### src/rtl/afifo_rd_burst_drain.sv
//------------------------------------------------------------------------------
// afifo_rd_burst_drain
//
// Read-side drain controller for the dual-clock asynchronous FIFO. Lives
// entirely in the RClk domain. It pulls words out of the FIFO read port and
// presents them as a valid/ready stream framed into bursts of BURST_LEN words.
// Consecutive bursts are separated by GAP_CYCLES idle cycles.
//
// The FIFO read port has a registered Data_out, so a word appears one cycle
// after its read is accepted. A 2-entry output buffer absorbs that latency. A
// credit rule keeps the buffer from overflowing while still sustaining one
// word per cycle.
//
// Parameters
//   DATA_WIDTH  FIFO word width
//   BURST_LEN   words per burst (>= 1); m_last marks word BURST_LEN-1
//   GAP_CYCLES  idle RClk cycles between bursts (0 = back-to-back)
//
// Ports
//   RClk        in   read-domain clock, shared with the FIFO read port
//   PresetFull  in   asynchronous, active-high reset
//   en          in   burst enable, sampled only where a new burst could start
//   fifo_data   in   FIFO Data_out, valid the cycle after an accepted read
//   fifo_empty  in   FIFO Empty flag
//   fifo_rd_en  out  FIFO ReadEn (combinational)
//   m_data      out  stream data (head of the output buffer)
//   m_valid     out  stream valid (output buffer not empty)
//   m_ready     in   stream ready
//   m_last      out  final word of the current burst
//   busy        out  controller is in any state other than IDLE
//------------------------------------------------------------------------------
module afifo_rd_burst_drain #(
    parameter int DATA_WIDTH = 8,
    parameter int BURST_LEN  = 16,
    parameter int GAP_CYCLES = 4
) (
    input  logic                  RClk,
    input  logic                  PresetFull,
    input  logic                  en,
    input  logic [DATA_WIDTH-1:0] fifo_data,
    input  logic                  fifo_empty,
    output logic                  fifo_rd_en,
    output logic [DATA_WIDTH-1:0] m_data,
    output logic                  m_valid,
    input  logic                  m_ready,
    output logic                  m_last,
    output logic                  busy
);

    localparam int IW = $clog2(BURST_LEN + 1);
    localparam int GW = (GAP_CYCLES > 0) ? $clog2(GAP_CYCLES + 1) : 1;

    localparam logic [IW-1:0] ISSUE_END  = IW'(BURST_LEN);
    localparam logic [IW-1:0] ISSUE_LAST = IW'(BURST_LEN - 1);
    localparam logic [GW-1:0] GAP_LAST   = GW'((GAP_CYCLES > 0) ? GAP_CYCLES - 1 : 0);

    typedef enum logic [1:0] {
        ST_IDLE  = 2'd0,
        ST_READ  = 2'd1,
        ST_DRAIN = 2'd2,
        ST_GAP   = 2'd3
    } state_t;

    // Control state
    state_t          state_q,     state_d;
    logic [IW-1:0]   issue_cnt_q, issue_cnt_d;
    logic [GW-1:0]   gap_cnt_q,   gap_cnt_d;

    // Read in flight: the FIFO presents its word on fifo_data this cycle
    logic            inflight_q,      inflight_d;
    logic            inflight_last_q, inflight_last_d;

    // 2-entry output buffer
    logic [DATA_WIDTH-1:0] buf_data_q [2];
    logic [DATA_WIDTH-1:0] buf_data_d [2];
    logic [1:0]            buf_last_q,  buf_last_d;
    logic                  rd_ptr_q,    rd_ptr_d;
    logic                  wr_ptr_q,    wr_ptr_d;
    logic [1:0]            occ_q,       occ_d;

    // Handshake and credit signals
    logic       pop;
    logic       push;
    logic       rd_accept;
    logic [2:0] committed;
    logic       has_credit;
    logic       issue_room;
    logic       issue_last;

    //--------------------------------------------------------------------------
    // Stream outputs come straight from registers
    //--------------------------------------------------------------------------
    assign m_valid = (occ_q != 2'd0);
    assign m_data  = buf_data_q[rd_ptr_q];
    // A stale tag may remain in an emptied slot, so qualify it with m_valid.
    assign m_last  = buf_last_q[rd_ptr_q] & m_valid;
    assign busy    = (state_q != ST_IDLE);

    assign pop  = m_valid & m_ready;
    assign push = inflight_q;

    // Words already committed to the buffer once this cycle's pop is taken:
    // those held in the buffer plus the word arriving now. A new read is
    // allowed only if its word is sure to find a free slot next cycle.
    assign committed  = {1'b0, occ_q} + {2'b00, inflight_q} - {2'b00, pop};
    assign has_credit = (committed < 3'd2);
    assign issue_room = (issue_cnt_q < ISSUE_END);
    assign issue_last = (issue_cnt_q == ISSUE_LAST);

    assign fifo_rd_en = (state_q == ST_READ) & ~fifo_empty & issue_room & has_credit;
    assign rd_accept  = fifo_rd_en & ~fifo_empty;

    //--------------------------------------------------------------------------
    // Next-state logic
    //--------------------------------------------------------------------------
    always_comb begin
        // NOTE: every signal gets a default first, so no path can leave one
        // unassigned and infer a latch.
        state_d         = state_q;
        issue_cnt_d     = issue_cnt_q;
        gap_cnt_d       = gap_cnt_q;
        inflight_d      = rd_accept;
        inflight_last_d = rd_accept & issue_last;
        buf_data_d      = buf_data_q;
        buf_last_d      = buf_last_q;
        rd_ptr_d        = rd_ptr_q;
        wr_ptr_d        = wr_ptr_q;
        occ_d           = occ_q + {1'b0, push} - {1'b0, pop};

        // Capture the word returned by last cycle's read, with its last tag.
        if (push) begin
            buf_data_d[wr_ptr_q] = fifo_data;
            buf_last_d[wr_ptr_q] = inflight_last_q;
            wr_ptr_d             = ~wr_ptr_q;
        end
        if (pop) begin
            rd_ptr_d = ~rd_ptr_q;
        end

        unique case (state_q)
            ST_IDLE: begin
                if (en) begin
                    state_d     = ST_READ;
                    issue_cnt_d = '0;
                end
            end

            ST_READ: begin
                // en is ignored here: a started burst always runs to its end.
                if (rd_accept) begin
                    issue_cnt_d = issue_cnt_q + IW'(1);
                    if (issue_last) begin
                        state_d = ST_DRAIN;
                    end
                end
            end

            ST_DRAIN: begin
                // The last-tagged word is the final one issued, so its
                // handshake means the buffer has fully drained.
                if (pop & m_last) begin
                    if (GAP_CYCLES > 0) begin
                        state_d   = ST_GAP;
                        gap_cnt_d = '0;
                    end else if (en) begin
                        state_d     = ST_READ;
                        issue_cnt_d = '0;
                    end else begin
                        state_d = ST_IDLE;
                    end
                end
            end

            ST_GAP: begin
                if (gap_cnt_q == GAP_LAST) begin
                    if (en) begin
                        state_d     = ST_READ;
                        issue_cnt_d = '0;
                    end else begin
                        state_d = ST_IDLE;
                    end
                end else begin
                    gap_cnt_d = gap_cnt_q + GW'(1);
                end
            end

            default: state_d = ST_IDLE;
        endcase
    end

    //--------------------------------------------------------------------------
    // State registers
    //--------------------------------------------------------------------------
    // NOTE: state updates use non-blocking assignments, so every flop samples
    // the values from before this clock edge, whatever the statement order.
    always_ff @(posedge RClk or posedge PresetFull) begin
        if (PresetFull) begin
            state_q         <= ST_IDLE;
            issue_cnt_q     <= '0;
            gap_cnt_q       <= '0;
            inflight_q      <= 1'b0;
            inflight_last_q <= 1'b0;
            // NOTE: the two buffer slots are reset as well. m_data is read
            // straight from the head slot and must be 0 during reset.
            buf_data_q[0]   <= '0;
            buf_data_q[1]   <= '0;
            buf_last_q      <= '0;
            rd_ptr_q        <= 1'b0;
            wr_ptr_q        <= 1'b0;
            occ_q           <= '0;
        end else begin
            state_q         <= state_d;
            issue_cnt_q     <= issue_cnt_d;
            gap_cnt_q       <= gap_cnt_d;
            inflight_q      <= inflight_d;
            inflight_last_q <= inflight_last_d;
            buf_data_q      <= buf_data_d;
            buf_last_q      <= buf_last_d;
            rd_ptr_q        <= rd_ptr_d;
            wr_ptr_q        <= wr_ptr_d;
            occ_q           <= occ_d;
        end
    end

endmodule

### config.mk
export PLATFORM = sky130hd
export DESIGN_NAME = afifo_rd_burst_drain
export DESIGN_NICKNAME = d
export VERILOG_FILES = /design/src/rtl/afifo_rd_burst_drain.sv
export SDC_FILE = /design/constraint.sdc
export NUM_CORES = 1
export LEC_CHECK = 0
export ABC_CLOCK_PERIOD_IN_PS = 5300
export CAP_MARGIN = 10
export CORE_ASPECT_RATIO = 1.75
export CORE_UTILIZATION = 58
export CTS_CLUSTER_DIAMETER = 150
export DETAILED_ROUTE_END_ITERATION = 10
export PLACE_DENSITY_LB_ADDON = 0.2
export SETUP_SLACK_MARGIN = 0.05
export SLEW_MARGIN = 40
export SYNTH_ARGS = -nofsm -noshare
export SYNTH_HDL_FRONTEND = slang
export SYNTH_SLANG_ARGS = --single-unit
### constraint.sdc
create_clock -name RClk -period 5.3 [get_ports RClk]
set_input_delay 0.53 -clock RClk [delete_from_list [all_inputs] [get_ports RClk]]
set_output_delay 0.53 -clock RClk [all_outputs]
set_load 0.005 [all_outputs]
==> metrics.yaml, run 1 <==
dpl_worst_slack_ps: 1460
start_util_pct: 60.7
gr-usage-all-layers_pct: 23.3
yosysWarningCount: 0
routed_via_density: 5.86
setup_slack_ps: 1450
hold_start: "buf_data_q[6]"
synthSimpleGateAreaFrac_pct: 10.4
gp_congestion: 0.737
tns_ps: 0
grt_pass1_vias: 1266
final_cell_mix: "dfrtp_1, mux2_2, clkdlybuf4s50_1"
critPathTopFamily: "buffers and inverters"
ys_types: 42
cp.depth: 11
std_cell_rows: 26
synth_seq_cells: 34
overflow: 0
worstPathArrival_ps: 3320
vias: 1208
portBuffers: 24
synth_mux_area_share_pct: 18.5
synth_edf_count: 0
slew_viol_final: 0
synthAdderAreaFrac_pct: 8.87
design.core.area_um2: 2930
post-dp-hpwl_um: 2510
path_buf_inv: 5
ios: 25
synth_compound_area_share_pct: 8.23
synth_area_leaders: "dfrtp_1, mux2_2, ha_1"
maxCapViolCount: 0
fill_cells: 198
hold_viol: 0
critPathLaunchType: "input port"
ir_worst_vdd_mv: 0.347
met1_usage_pct: 22.8
cts_tree: "done"
final_nets: 202
power_density_nw_per_um2: 550
swShare_pct: 33.2
cts_buffers: 5
fmax_mhz: 260
n_antenna_cell: 0
violations: "DRC"
r2r_start: "occ_q[1]"
yosysTopAreaCell: "dfrtp_1"
post_drt_wl_per_cell_um: 16.4
crit_end: "fifo_rd_en"
cp_common_cell: "inv_1"
syn_inst: 148
antenna_found_initial: 0
post-cts-setup-buffers: 0
yosysTopAreaCellShare_pct: 47.9
cts_buffer_depth: 2
area_delta_synth_final_pct: 20.3
use_met2_pct: 44.8
r2r_end: "issue_cnt_q[3]"
synthFlopType: "dfrtp_1"
async_reset_ff_share_pct: 100
regArea_um2: 851
drt_iter0_markers: 41
clock_skew_ps: 4.93
grt_first_pass_wirelength_um: 5560
power.internal_mw: 0.785
synth_area_um2: 1780
fin_crit_ps: 3850
final_antenna_net_count: 0
syn_area_per_cell_um2: 12.0
status: "finished, violations left"
cts_resized: 0
cts_htree_levels: 2
pwr-share-clk_pct: 16.4
syn-num-nets: 173
p_leak_nw: 0.997
synth_xor_area_share_pct: 1.48
p_sw_mw: 0.391
top_usage_layer: "met2"
synth_top_family_by_area: "multiplexers"
first_pass_iters: 9
r2r_slack_ps: 2110
slew_headroom_pct: 66.9
postCtsHoldBufs: 0
slowest_stage: "clkdlybuf4s50_1"
reg2regPathDepth: 10
clockRootBuffer: "clkbuf_8"
path_clk_slew_ps: 60
comb_power_share_pct: 46.3
drive_gt1_share_pct: 24.2
layout_commonest_cell: "dfrtp_1"
crit_type: "input port to output port"
post-route-period-util_pct: 72.7
drc: 1
fp.dieW_um: 43.9
seqPwrFrac_pct: 37.2
worstSkewPairLatency_ps: 280
worst_slew_pin_slew_ps: 494
cts.sinks: 34
critPathRequiredTime_ps: 4770
cp_cell_sequence: "clkdlybuf4s50_1 > o21ai_0 > inv_1 > ha_1 > inv_1 > ha_1 > fa_1 > nor4b_2 > nand2_1 > inv_1 > clkdlybuf4s50_1"
crit_start: "m_ready"
slowest_delay_ps: 500
rsz0062_at_grt: "no"
dieHeight_um: 75.2
wl_um: 3380
dieArea_um2: 3300
hold_path.class: "flop to flop"
synth_seq_area_share_pct: 47.9
finalSetupViolCount: 0
grt_max_degree: 35
multi_input_area_um2: 853
worstPathMaxFanout: 9
p_total_mw: 1.18
cp-end-kind: "output port"
grt_use_met3_pct: 4.08
through the flow:
stage	cell area [um^2]	utilization, %	hold WS (ps)	std cells
6_report	2140	73.0	503	206
3_5_place_dp	2040	69.6	485	198
4_1_cts	2130	72.7	498	206
2_1_floorplan	1780	-	463	148
5_1_grt	2140	73.0	522	206
3_3_place_gp	2040	69.6	477	198
flip-flops by register name (all words and copies together) (netlist names):
signal and cells:
wr_ptr_q 1, inflight_q 1, buf_data_q 16, rd_ptr_q 1, gap_cnt_q 3, state_q 2
inflight_last_q 1, buf_last_q 2, issue_cnt_q 5, occ_q 2
per-layer routing:
layer | routed length, um | part of all wire [%]
met5 | 0 | 0
met3 | 93 | 2.8
met4 | 74 | 2.2
met2 | 1960 | 58
met1 | 1250 | 37
Yosys cell counts, types with 4 or more instances:
master and instances:
inv_1 16, o21ai_0 5, nand2_1 6, mux2_2 27
a21oi_1 5, nor2_1 4, dfrtp_1 34, ha_1 11
layout make-up:
class                   count  share of cell area, %
inverters                  16                   2.81
clock buffers               7                   4.04
clock inverters             1                  0.234
flip-flops and latches     34                   39.8
multi-input cells          95                   39.9
well taps                  28                   1.64
repair buffers             25                   11.6
cells by family (layout without fill, tap and decap cells):
family / Yosys count / count (layout)
buffers and inverters: 19 / 49
flip-flops: 34 / 34
XOR/XNOR: 3 / 3
multiplexers: 29 / 29
AND/OR/NAND/NOR: 29 / 29
AO/OA/AOI/OAI: 22 / 22
adder cells (fa/ha/maj): 12 / 12
power by group through the flow:
stage | clock (mW) | combinational (mW) | sequential (mW)
final | 0.193 | 0.545 | 0.438
after global routing | 0.209 | 0.607 | 0.452
after CTS | 0.197 | 0.547 | 0.438
after detailed placement | 0 | 0.544 | 0.442
after global placement | 0 | 0.510 | 0.430
after floorplan | 0 | 0.383 | 0.406
worst min-delay path by stage:
stage	to	slack, ps	cells past startpoint
floorplan	wr_ptr_q	460	1
global placement	wr_ptr_q	480	1
detailed placement	wr_ptr_q	490	1
CTS	wr_ptr_q	500	1
global route	buf_data_q[7]	520	1
finish	buf_data_q[6]	500	1
(Power assumes the default switching activity.)
==> run 2: changes to the inputs <==
--- a/config.mk
+++ b/config.mk
@@ -5,10 +5,10 @@
 export SDC_FILE = /design/constraint.sdc
 export NUM_CORES = 1
 export LEC_CHECK = 0
-export ABC_CLOCK_PERIOD_IN_PS = 5300
+export ABC_CLOCK_PERIOD_IN_PS = 3660
 export CAP_MARGIN = 10
 export CORE_ASPECT_RATIO = 1.75
-export CORE_UTILIZATION = 58
+export CORE_UTILIZATION = 54
 export CTS_CLUSTER_DIAMETER = 150
 export DETAILED_ROUTE_END_ITERATION = 10
 export PLACE_DENSITY_LB_ADDON = 0.2
==> constraint.sdc (replaced) <==
create_clock -name RClk -period 3.66 [get_ports RClk]
set_input_delay 0.366 -clock RClk [delete_from_list [all_inputs] [get_ports RClk]]
set_output_delay 0.366 -clock RClk [all_outputs]
set_load 0.005 [all_outputs]
==> run 2 against run 1 <==
  * The flow now finishes without violations
  * Non-clock buffer count grew 1
  * Register-to-register slack lost 1600 ps
  * Flip-flop and latch count is the same
  * Cell count grew 7.8%
  * Sequential power grew 44%
  * Clock-buffer cell count shrank 1
  * Critical path type is now flop to output port
==> metrics.yaml, run 2 (synthesis results as in run 1) <==
status: "finished clean"
vias: 1217  # +0.75%
power_density_nw_per_um2: 790  # +44%
layout_commonest_cell: "dfrtp_1"
overflow: 0  # unchanged
post-dp-hpwl_um: 2460  # -2.0%
tns_ps: 0  # unchanged
crit_start: "occ_q[1]"
drive_gt1_share_pct: 25.7  # +1.5 points
ios: 25  # unchanged
postCtsHoldBufs: 0  # unchanged
worstSkewPairLatency_ps: 280  # about the same
r2r_slack_ps: 550  # -1560 ps
hold_viol: 0  # unchanged
post_drt_wl_per_cell_um: 14.9  # -9.4%
post-route-period-util_pct: 92.7
p_leak_nw: 0.999  # +0.21%
cp_cell_sequence: "o21ai_1 > inv_1 > ha_1 > inv_1 > ha_1 > fa_1 > nor4b_2 > nand2_1 > inv_1 > clkdlybuf4s50_1"
routed_via_density: 5.48  # -6.5%
dieHeight_um: 77.9  # +3.5%
n_antenna_cell: 0  # unchanged
slew_headroom_pct: 65.6  # -1.3 points
r2r_start: "occ_q[1]"
critPathRequiredTime_ps: 3290  # -1480 ps
std_cell_rows: 27  # +3.8%
worstPathMaxFanout: 3  # -6
reg2regPathDepth: 11  # +1
cts_buffers: 5  # unchanged
r2r_end: "issue_cnt_q[3]"
slowest_delay_ps: 490  # about the same
portBuffers: 24  # unchanged
drt_iter0_markers: 43  # +4.9%
gp_congestion: 0.768  # +4.2%
dieArea_um2: 3530  # +7.1%
grt_first_pass_wirelength_um: 5490  # -1.2%
cts.sinks: 34  # unchanged
clock_skew_ps: 5.82  # +0.897 ps
first_pass_iters: 4  # -5
finalSetupViolCount: 0  # unchanged
cts_tree: "done"
path_clk_slew_ps: 70  # about the same
area_delta_synth_final_pct: 22.0
fmax_mhz: 295
design.core.area_um2: 3140  # +7.3%
cp_common_cell: "inv_1"
grt_max_degree: 26  # -26%
largest-register: "buf_data_q"
hold_path.class: "input port to async pin"
largest_registers: "buf_data_q: 16 flops, issue_cnt_q: 5 flops, gap_cnt_q: 3 flops"
crit_type: "flop to output port"
cp-end-kind: "output port"
largest_reg_flops: 16  # unchanged
start_util_pct: 56.6  # -4.1 points
fin_crit_ps: 3390
final_nets: 203  # +0.50%
worst_slew_pin_slew_ps: 515  # +21.3 ps
worstPathArrival_ps: 3030  # -290 ps
rsz0062_at_grt: "no"
slew_viol_final: 0  # unchanged
wl_um: 3300  # -2.4%
cts_buffer_depth: 2  # unchanged
slowest_stage: "clkdlybuf4s50_1"
ir_worst_vdd_mv: 0.478  # +38%
critPathLaunchType: "flop"
maxCapViolCount: 0  # unchanged
antenna_found_initial: 0  # unchanged
final_cells: 222  # +7.8%
post-cts-setup-buffers: 0  # unchanged
final_cell_mix: "dfrtp_1, mux2_2, clkdlybuf4s50_1"
grt_pass1_vias: 1284  # +1.4%
p_total_mw: 1.71  # +46%
fill_cells: 240  # +21%
drc: 0  # -1
gr-usage-all-layers_pct: 21.2  # -2.1 points
fp.dieW_um: 45.4  # +3.5%
placedCellCount: 214  # +8.1%
cts_htree_levels: 2  # unchanged
clockRootBuffer: "clkbuf_8"
final_antenna_net_count: 0  # unchanged
-- run 2: changes by cell type in the layout (fill, tap and decap cells not counted) --
cell and delta:
buf_4 +1, inv_2 +1, o21ai_0 -1, clkinvlp_4 +1, inv_1 -1, clkbuf_1 -1, o21ai_1 +1
-- run 2: area by class of cell --
type	instances	area [um^2]	share of cell area, %
sequential	34	851	39.2
timing repair buffer	26	255	11.8
clock buffer	6	82.6	3.81
clock inverter	2	12.5	0.577
multi-input combinational	95	853	39.4
tap	43	53.8	2.48
inverter	16	60.1	2.77
-- run 2: through the flow --
step                      area, um^2  utilization [%]  hold slack [ps]  worst slack [ps]
after floorplan                 1780                -              463               771
after global placement          2060             65.7              477               338
after detailed placement        2060             65.7              482               295
after CTS                       2160             68.7              453               149
after global routing            2170             69.0              486              50.2
final                           2170             69.0              433               268
-- run 2: report_power, final --
group          internal (mW)  switching, mW  total (mW)
clock network          0.151          0.133       0.284
logic                  0.468          0.328       0.797
registers              0.520          0.110       0.631
total                   1.14          0.572        1.71
-- run 2: per-layer routing --
layer	global-route usage, %	routed length (um)	vias up
li1	-	-	574
met2	37.1	1840	29
met4	9.09	68	0
met1	23.3	1270	605
met5	0	0	-
met3	4.65	122	9
-- run 2: how the worst max path moves through the flow --
stage / endpoint / slack, ps / cells past startpoint
after global routing: fifo_rd_en / 50 / 10
after floorplan: issue_cnt_q[1] / 770 / 10
final: fifo_rd_en / 270 / 10
after detailed placement: issue_cnt_q[3] / 300 / 12
after global placement: fifo_rd_en / 340 / 11
after CTS: fifo_rd_en / 150 / 10
-- run 2: critical path, delay by kind of cell (launching register included) --
kind,cells,cell delay (ps)
AO/OA/AOI/OAI,1,240
adder cells (fa/ha/maj),3,950
flip-flops,1,420
AND/OR/NAND/NOR,2,430
buffers and inverters,4,710
-- run 2: what timing repair did --
action                                 CTS  global route
setup endpoints to repair                0             1
endpoints found under the hold margin    0             0
resized for setup                        0             1
==> run 3: changes to the inputs <==
--- a/config.mk
+++ b/config.mk
@@ -12,6 +12,7 @@
 export CTS_CLUSTER_DIAMETER = 150
 export DETAILED_ROUTE_END_ITERATION = 10
 export PLACE_DENSITY_LB_ADDON = 0.2
+export RECOVER_POWER = 25
 export SETUP_SLACK_MARGIN = 0.05
 export SLEW_MARGIN = 40
 export SYNTH_ARGS = -nofsm -noshare
==> run 3 against run 2 <==
  * Core utilization did not move
  * Largest cell class unchanged
  * First-iteration DRC count unchanged
  * Via count is the same
  * Routed wire length barely moved
  * Non-clock buffer count did not move
==> metrics.yaml, run 3 (synthesis results as in run 1) <==
grt_max_degree: 26  # unchanged
drive_gt1_share_pct: 25.1  # -0.56 points
largest_reg_flops: 16  # unchanged
clockRootBuffer: "clkbuf_8"
cp-end-kind: "output port"
cts_tree: "done"
final_antenna_net_count: 0  # unchanged
hold_viol: 0  # unchanged
critPathLaunchType: "flop"
design.core.area_um2: 3140  # unchanged
layout_commonest_cell: "dfrtp_1"
post_drt_wl_per_cell_um: 14.9  # about the same
final_util_pct: 69.0  # unchanged
worstPathMaxFanout: 3  # unchanged
cts_buffer_depth: 2  # unchanged
routed_via_density: 5.48  # unchanged
grt_pass1_vias: 1284  # unchanged
path_clk_slew_ps: 70  # about the same
maxCapViolCount: 0  # unchanged
portBuffers: 24  # unchanged
status: "finished clean"
finalSetupViolCount: 0  # unchanged
whs_ps: 504  # +71.0 ps
vias: 1217  # unchanged
n_antenna_cell: 0  # unchanged
worst_slew_pin_slew_ps: 931  # +416 ps
rsz0062_at_grt: "no"
final_nets: 203  # unchanged
post-route-period-util_pct: 92.7  # unchanged
clock_skew_ps: 5.81  # -0.00919 ps
dieHeight_um: 77.9  # unchanged
grt_first_pass_wirelength_um: 5490  # unchanged
largest_registers: "buf_data_q: 16 flops, issue_cnt_q: 5 flops, gap_cnt_q: 3 flops"
wl_um: 3300  # about the same
first_pass_iters: 4  # unchanged
start_util_pct: 56.6  # unchanged
fp.dieW_um: 45.4  # unchanged
cts.sinks: 34  # unchanged
power_density_nw_per_um2: 789  # about the same
hold_path.class: "flop to flop"
cts_buffers: 5  # unchanged
ios: 25  # unchanged
antenna_found_initial: 0  # unchanged
std_cell_rows: 27  # unchanged
dieArea_um2: 3530  # unchanged
slew_headroom_pct: 37.8  # -28 points
worstPathArrival_ps: 3030  # about the same
gp_congestion: 0.768  # unchanged
drc: 0  # unchanged
cts_htree_levels: 2  # unchanged
gr-usage-all-layers_pct: 21.2  # unchanged
final_cell_mix: "dfrtp_1, mux2_2, clkdlybuf4s50_1"
worstSkewPairLatency_ps: 280  # about the same
crit_type: "flop to output port"
largest-register: "buf_data_q"
p_leak_nw: 1.00  # +0.13%
drt_iter0_markers: 43  # unchanged
tns_ps: 0  # unchanged
area_delta_synth_final_pct: 22.0  # unchanged
post-dp-hpwl_um: 2460  # unchanged
slew_viol_final: 0  # unchanged
ir_worst_vdd_mv: 0.478  # about the same
fin_crit_ps: 3390  # unchanged
fmax_mhz: 295  # unchanged
overflow: 0  # unchanged
critPathRequiredTime_ps: 3290  # about the same
[run 3: changes by cell type in the layout (fill, tap and decap cells not counted), sizes merged]
cell           delta
dlygate4sd3       +1
clkdlybuf4s50     -1
[run 3: worst max-delay path, stage by stage, from the launching register on]
cell             delay [ps]
dfrtp_1                 420
o21ai_1                 240
inv_1                   100
ha_1                    290
inv_1                    50
ha_1                    180
fa_1                    480
nor4b_2                 300
nand2_1                 130
inv_1                    70
clkdlybuf4s50_1         490
[run 3: path summary, 6_finish.rpt]
path	slack, ps	from	cells past startpoint	end
min	500	buf_data_q[5]	1	buf_data_q[5]
max reg2reg	550	occ_q[1]	11	issue_cnt_q[3]
min in group asynchronous	730	PresetFull	2	buf_data_q[1]
max	270	occ_q[1]	10	fifo_rd_en
min reg2reg	500	buf_data_q[5]	1	buf_data_q[5]
max in group asynchronous	2240	PresetFull	3	buf_data_q[7]
[run 3: area by class of cell]
class / instances / area [um^2]
clock inverters: 2 / 12.5
clock buffers: 6 / 82.6
fillers: 240 / 973
flip-flops and latches: 34 / 851
inverters: 16 / 60.1
well taps: 43 / 53.8
repair buffers: 26 / 255
multi-input cells: 95 / 853
[run 3: report_power, final]
group          internal [mW]  switching (mW)  total, mW
Clock                  0.151           0.133      0.284
Sequential             0.520           0.110      0.631
Combinational          0.468           0.328      0.796
[run 3: timing repair]
action / 4_1_cts / 5_1_grt
resized for setup: 0 / 1
endpoints found under the hold margin: 0 / 0
buffers inserted: 0 / 0
hold buffers: 0 / 0
setup endpoints to repair: 0 / 1
[run 3: metrics by stage]
step,cell area (um^2),std cells,power (mW),worst slack (ps)
2_1_floorplan,1780,148,1.14,771
3_3_place_gp,2060,214,1.37,338
3_5_place_dp,2060,214,1.43,295
4_1_cts,2160,222,1.72,149
5_1_grt,2170,222,1.84,50.2
6_report,2170,222,1.71,268
[run 3: routing by layer]
layer	vias to the layer above	track usage, %	routed length [um]
li1	574	-	-
met1	605	23.3	1260
met2	29	37.1	1840
met3	9	4.65	122
met4	0	9.09	68
met5	-	0	0
